## config.mk

```make
export PLATFORM = sky130hd
export DESIGN_NAME = if_prefetch_stage
export DESIGN_NICKNAME = d
export VERILOG_FILES = /design/src/rtl/if_prefetch_stage.sv
export SDC_FILE = /design/constraint.sdc
export NUM_CORES = 1
export LEC_CHECK = 0
export CAP_MARGIN = 5
export CORE_ASPECT_RATIO = 1.5
export CORE_UTILIZATION = 61
export CTS_BUF_LIST = sky130_fd_sc_hd__clkbuf_16
export CTS_CLUSTER_DIAMETER = 150
export DETAILED_ROUTE_END_ITERATION = 16
export GPL_TIMING_DRIVEN = 0
export PLACE_DENSITY_LB_ADDON = 0.05
export SYNTH_ARGS = -nofsm -noshare
export SYNTH_HDL_FRONTEND = slang
export SYNTH_SLANG_ARGS = --single-unit
```

## constraint.sdc

```tcl
create_clock -name clk -period 4.84 [get_ports clk]
set_input_delay 0.726 -clock clk [delete_from_list [all_inputs] [get_ports clk]]
set_output_delay 0.726 -clock clk [all_outputs]
set_load 0.05 [all_outputs]
```

## src/rtl/if_prefetch_stage.sv

```systemverilog
// Instruction-fetch prefetch stage: issues instruction RAM reads ahead of ID and buffers them with their PCs.
// Optional monitor read port enabled by defining IF_MON_RD_EN.
module if_prefetch_stage #(
   parameter int IADR_W = 10,
   parameter int QDEPTH = 4
) (
   input  logic              clk,
   input  logic              rst_n,
   input  logic              cpu_start,
   input  logic [31:2]       start_adr,
   input  logic              jmp_condition_ex,
   input  logic [31:2]       jmp_adr_ex,
   output logic              iram_ren,
   output logic [IADR_W-1:0] iram_radr,
   input  logic [31:0]       iram_rdata,
   output logic [31:0]       inst_id,
   output logic [31:2]       pc_id,
   output logic              inst_vld_id,
   input  logic              id_ready
`ifdef IF_MON_RD_EN
   ,
   input  logic              i_read_sel,
   input  logic [IADR_W-1:0] i_ram_radr,
   output logic [31:0]       i_ram_rdata
`endif
);

   localparam int CNT_W = $clog2(QDEPTH + 1);
   localparam int PTR_W = $clog2(QDEPTH);

   localparam logic [0:0] IDLE = 1'b0;
   localparam logic [0:0] RUN  = 1'b1;

   logic [0:0]       state;
   logic [31:2]      pc_if;
   logic             vld_p1;
   logic [31:2]      pc_p1;
   logic [31:0]      mem_inst [QDEPTH];
   logic [31:2]      mem_pc   [QDEPTH];
   logic [PTR_W-1:0] wr_ptr;
   logic [PTR_W-1:0] rd_ptr;
   logic [CNT_W-1:0] count;
   logic [31:0]      last_inst;
   logic [31:2]      last_pc;

   logic             mon_sel;
   logic             redirect;
   logic             credit_ok;
   logic             issue_p0;
   logic             push;
   logic             pop;

`ifdef IF_MON_RD_EN
   assign mon_sel     = i_read_sel;
   assign i_ram_rdata = iram_rdata;
   assign iram_radr   = i_read_sel ? i_ram_radr : pc_if[IADR_W+1:2];
`else
   assign mon_sel     = 1'b0;
   assign iram_radr   = pc_if[IADR_W+1:2];
`endif

   // Stage p0: issue decision. The in-flight read already owns a queue slot, so the queue can never overflow.
   always_comb begin
      redirect  = cpu_start | jmp_condition_ex;
      credit_ok = ({1'b0, count} + (CNT_W+1)'(vld_p1)) < (CNT_W+1)'(QDEPTH);
      issue_p0  = (state == RUN) && !redirect && !mon_sel && credit_ok;
      push      = vld_p1 && !redirect;
      pop       = inst_vld_id && id_ready;
   end

   assign iram_ren = issue_p0;

   always_ff @(posedge clk) begin
      if (!rst_n) begin
         state     <= IDLE;
         pc_if     <= '0;
         vld_p1    <= 1'b0;
         wr_ptr    <= '0;
         rd_ptr    <= '0;
         count     <= '0;
         last_inst <= '0;
         last_pc   <= '0;
      end else begin
         if (cpu_start) begin
            state <= RUN;
            pc_if <= start_adr;
         end else if (jmp_condition_ex) begin
            pc_if <= jmp_adr_ex;
         end else if (issue_p0) begin
            pc_if <= pc_if + 30'd1;
         end

         vld_p1 <= issue_p0;

         if (redirect) begin
            wr_ptr <= '0;
            rd_ptr <= '0;
            count  <= '0;
         end else begin
            if (push) wr_ptr <= wr_ptr + PTR_W'(1);
            if (pop)  rd_ptr <= rd_ptr + PTR_W'(1);
            case ({push, pop})
               2'b10:   count <= count + CNT_W'(1);
               2'b01:   count <= count - CNT_W'(1);
               default: count <= count;
            endcase
         end

         if (pop) begin
            last_inst <= mem_inst[rd_ptr];
            last_pc   <= mem_pc[rd_ptr];
         end
      end
   end

   // Stage p1: read data returns and is written into the queue with the PC it was fetched from.
   always_ff @(posedge clk) begin
      if (issue_p0) pc_p1 <= pc_if;
      if (push) begin
         mem_inst[wr_ptr] <= iram_rdata;
         mem_pc[wr_ptr]   <= pc_p1;
      end
   end

   always_comb begin
      inst_vld_id = (count != '0);
      inst_id     = inst_vld_id ? mem_inst[rd_ptr] : last_inst;
      pc_id       = inst_vld_id ? mem_pc[rd_ptr]   : last_pc;
   end

endmodule

```

Yosys cells after proc, flatten, opt, wreduce, memory -nomap -nowiden
Memories as Yosys holds them, arrays and structs flattened. A register that Yosys moved wholly into a read port is not among the register bits.
Cells that the tools add are included.

storage, ports and cells
  register bits = 131
  memory bits (writable) = 248
  logic and storage cells = 43
  memories = 2

memory list
  name      depth  bits a word  rd ports  clocked after Yosys merged registers in  wr ports  line  text
  mem_inst  4      32           1         1                                        1         38    logic [31:0] mem_inst [QDEPTH];
  mem_pc    4      30           1         1                                        1         39    logic [31:2] mem_pc [QDEPTH];

cells by class
  add/subtract/negate cells = 6
  magnitude comparators = 1
  equality and inequality tests = 2
  mux-type cells = 12
  bitwise gates (word level) = 2
  reduce and logical (&&, ||, !) cells = 9

operators by type and width
  kind                                                                    number
  30-bit two-way mux                                                      4
  32-bit two-way mux                                                      1
  30-bit by 1-bit adder with 30-bit output (second input constant)        1
  2-bit two-way mux                                                       4
  3-bit case mux with 2 select lines                                      1
  3-bit nonzero test                                                      2
  2-bit by 1-bit adder with 2-bit output (second input constant)          2
  3-bit by 1-bit adder with 4-bit output                                  1
  1-bit logical AND                                                       4
  4-bit by 3-bit < comparator with 1-bit output (second input constant)   1
  3-bit by 1-bit adder with 3-bit output (second input constant)          1
  3-bit by 1-bit subtractor with 3-bit output (second input constant)     1
  2-bit by 1-bit equality test with 1-bit output (second input constant)  1
  2-bit equality test (second input constant)                             1
  1-bit two-way mux                                                       2
  2-bit nonzero test                                                      1
  2-bit OR reduction                                                      1
  1-bit logical NOT                                                       1
  1-bit inverter                                                          1
  1-bit OR                                                                1

Logic depth before layout (Yosys ltp)
  word-level depth = 7
  gate-level depth with buffers = 11
  gate-level depth less buffers = 9

Least setup slack after synthesis
No wires, ideal clock.

  path kind = input-to-reg
  start point = input port jmp_condition_ex
  end point = memory mem_inst[0][0], enable pin
  arrival time = 2913 ps
  path slack = 1500 ps
  cell stages on the path = 4
  path buffers = 2
  path through = clkbuf_1 > nor2_1 > clkbuf_1 > and3_1

between the ends
  cells in the longest elaborated chain, start to end = 5

RTL lines
  item                                     line  text
  start: declaration                       11    input logic jmp_condition_ex,
  1-bit OR                                 64    redirect = cpu_start | jmp_condition_ex;
  1-bit logical NOT                        67    push = vld_p1 && !redirect;
  1-bit logical AND                        67
  1-bit two-way mux                        119   if (push) begin
  1-bit two-way mux (not written as such)  120   mem_inst[wr_ptr] <= iram_rdata;
  end: declaration                         38

Every way passes these cells.

Worst setup path after layout
  start point = input port jmp_condition_ex
  end point = output port iram_ren

between the ends
  cells in the longest elaborated chain, start to end = 4

RTL lines
  item                            line  text
  1-bit OR                        64
  1-bit logical NOT               66    issue_p0 = (state == RUN) && !redirect && !mon_sel && credit_ok;
  1-bit logical AND (2 in a row)  66
  end: declaration                13    output logic iram_ren,

Every way passes these cells.

==> impl_metrics.csv <==
group,metric,value,unit
synthesis,ys_seq_area_share,67.6,%
synthesis,yosysUniqueCellTypes,64,
global_routing,grt_max_degree,37,
synthesis,yosys_warnings,0,
sta,fin_ws,0.527,ns
synthesis,synth_compound_area_share,7.02,%
sta,clock.fmax,0.232,GHz
route,wl,34700,um
cts,cts_tree,"built",
die,fp-row-count,70,
final_layout,multi_input_comb_area,4600,um^2
synthesis,yosysTopAreaCell,"edfxtp_1",
synthesis,synth_edf_count,278,
route,viasPerCell,5.97,
cts,holdBufCountCts,0,
pwr,p_leak,6.07,nW
global_routing,antenna_found_initial,0,
worst_setup_path,end_kind,"output pin",
sta,hold_viol_final,0,
synthesis,synthArstFlopShare,0,%
pwr,fin_total_pwr,0.00655,W
sta,post-route-min-period,4.31,ns
route,via_count,9654,
synthesis,synth.mux.area_fraction,14.0,%
global_routing,gr-total-overflow,0,
worst_hold_path,min_path_type,"flip-flop to flip-flop",
synthesis,yosys.area_share.simple,7.34,%
route,detail_route.wl_per_cell,21.5,um
die,die_h,197,um
final_layout,nNetsFinal,1371,
worst_setup_path,arrival,3.59,ns
global_routing,grt_pass1_wl,54500,um
pwr,ir_drop,0.234,mV
worst_setup_path,crit_type,"input port to output pin",
synthesis,synth_top_family_by_area,"multiplexers",
cts,cts-root-buf,"clkbuf_16",
synthesis,synth_ff_type,"edfxtp_1",
synthesis,synth_top_cells_by_area,"edfxtp_1, dfxtp_1, mux4_2",
synthesis,synth.avg_cell_area,14.6,um^2
sta,setup_violations,0,
sta,worst_hold_slack,0.438,ns
cts,cts_sinks,381,
worst_setup_path,startpoint_type,"input port",
cts,clk_pin_slew,0.07,ns
placed_design,hpwl,22900,um
synthesis,ys_seq_elements,381,
route,ant_nets,0,
cts,clk_path_buf_depth,3,
sta,grt_setup_unrepaired,"false",
die,start_util,62.5,%
cts,clkLatencyLatePin,0.51,ns
synthesis,synth_commonest_cells,"edfxtp_1, nand2_1, dfxtp_1, a21oi_1, mux2_2",
final_layout,drive_gt1_share,15.9,%
die,die_w,132,um
pwr,pwr_density_cell,349,nW/um^2
global_routing,grt_pass1_vias,10100,
run_status,status,"finished, final reports clean",
placed_design,gp_congestion,0.901,
final_layout,syn_to_final_growth,21.8,%
synthesis,synth_top_area_share,54.2,%
worst_setup_path,cp_max_fo,15,
final_layout,fill_cells,1514,
die,coreArea,24600,um^2
die,die-area,25900,um^2
synthesis,syn_inst,1056,
global_routing,grt.total_usage,27.8,%
synthesis,synth_fp_nets,1160,
die,ios,171,
sta,worst_pin_slew,0.972,ns
final_layout,regArea,10400,um^2
synthesis,yosysMostFrequentCell,"edfxtp_1",
cts,cts.repair.resized,0,
sta,fin_crit_sh,89.1,%
cts,post_cts_buffers,0,
synthesis,syn_area,15400,um^2
placed_design,dp_slack,0.0747,ns
sta,slew_viol_final,0,
sta,maxSlewHeadroom,34.7,%
synthesis,synth_adder_area_share,0.618,%
placed_design,port_buffers,169,
worst_setup_path,crit_required,4.11,ns
sta,fin_skew,0.0132,ns
final_layout,diodes,0,
route,drc_errors,0,
sta,tns,0,ns
cts,cts_made_buffers,35,
synthesis,synthXorXnorAreaFrac,0.797,%
route,drtIter0Drc,642,
cts,h-tree-depth,2,
flow_run,drv_cap,0,
route,dr.pass1.iters,6,
## cell type report
cell class | instances | area share, %
clock inverter | 25 | 0.988
buffer | 76 | 1.79
multi-input combinational | 583 | 24.6
timing repair buffer | 174 | 9.60
inverter | 16 | 0.320
sequential | 381 | 55.5
clock buffer | 38 | 5.07
tap | 324 | 2.16
## flip-flops by register name, indices dropped and copies added (netlist names), named ones only
register / flops
wr_ptr: 2
count: 3
state: 1
mem_inst: 128
rd_ptr: 2
mem_pc: 120
last_pc: 30
pc_if: 30
last_inst: 32
pc_p1: 30
vld_p1: 1
## worst paths after layout
path	start	to	slack (ns)	depth (start not counted)
worst max-delay path	jmp_condition_ex	iram_ren	0.53	6
worst min-delay path	pc_if[18]$_SDFFE_PN0P_	pc_p1[18]$_DFFE_PP_	0.44	0
worst max register to register	count[0]$_SDFFE_PP0P_	count[2]$_SDFFE_PP0P_	1.12	11
worst min register to register	pc_if[18]$_SDFFE_PN0P_	pc_p1[18]$_DFFE_PP_	0.44	0
## critical path, stage by stage
cell and delay (ns):
clkdlybuf4s50_1 0.41, clkbuf_1 0.27, nor2_1 0.46, nand2_1 0.22, inv_1 0.56, clkdlybuf4s50_1 0.93
## where the power goes
part | leakage [nW] | total [W] | internal [W] | switching [W]
Sequential | 3.33 | 0.00356 | 0.00352 | 0.0000363
Clock | 0.599 | 0.00271 | 0.00157 | 0.00113
Combinational | 2.15 | 0.000290 | 0.000136 | 0.000154
## layer usage
| layer | routed length, um | track usage, % | share of wire, % |
|---|---|---|---|
| met1 | 12900 | 31.3 | 37 |
| met2 | 18600 | 51.2 | 53 |
| met5 | 0 | 0 | 0 |
| met4 | 1730 | 14.8 | 5.0 |
| met3 | 1540 | 3.42 | 4.4 |
## kinds of logic after synthesis
group                      Yosys count
DFF                                381
adders and majority gates            7
buffers and inverters               92
AOI/OAI and AO/OA                  179
muxes                              130
xor gates and xnor gates            14
and+or+nand+nor                    253
## through the flow
| step | cells | util [%] | area [um^2] |
|---|---|---|---|
| final | 1617 | 76.2 | 18800 |
| after detailed placement | 1553 | 71.5 | 17600 |
| after global routing | 1617 | 76.2 | 18800 |
| after floorplan | 1056 | - | 15400 |
| after CTS | 1616 | 76.1 | 18700 |
| after global placement | 1549 | 71.1 | 17500 |
## cell usage in the layout (no fill, tap or decap), types with 4 or more instances in the layout
cell type / count
dfxtp_1: 103
nor3_1: 6
edfxtp_1: 278
a211oi_1: 6
nand4_1: 11
inv_1: 27
xnor2_1: 8
clkinv_1: 5
and4_1: 5
mux2i_1: 5
nand2b_1: 4
nand2_1: 161
o21ai_0: 26
mux4_2: 62
clkbuf_16: 38
nor2_1: 23
nand3_1: 19
buf_2: 10
xor2_1: 6
mux2_2: 63
a22oi_1: 14
buf_12: 4
ha_1: 6
clkbuf_1: 43
buf_4: 10
and3_4: 4
clkdlybuf4s50_1: 169
a21oi_1: 92
buf_1: 13
Note: power is estimated with default switching activity, not from simulation.
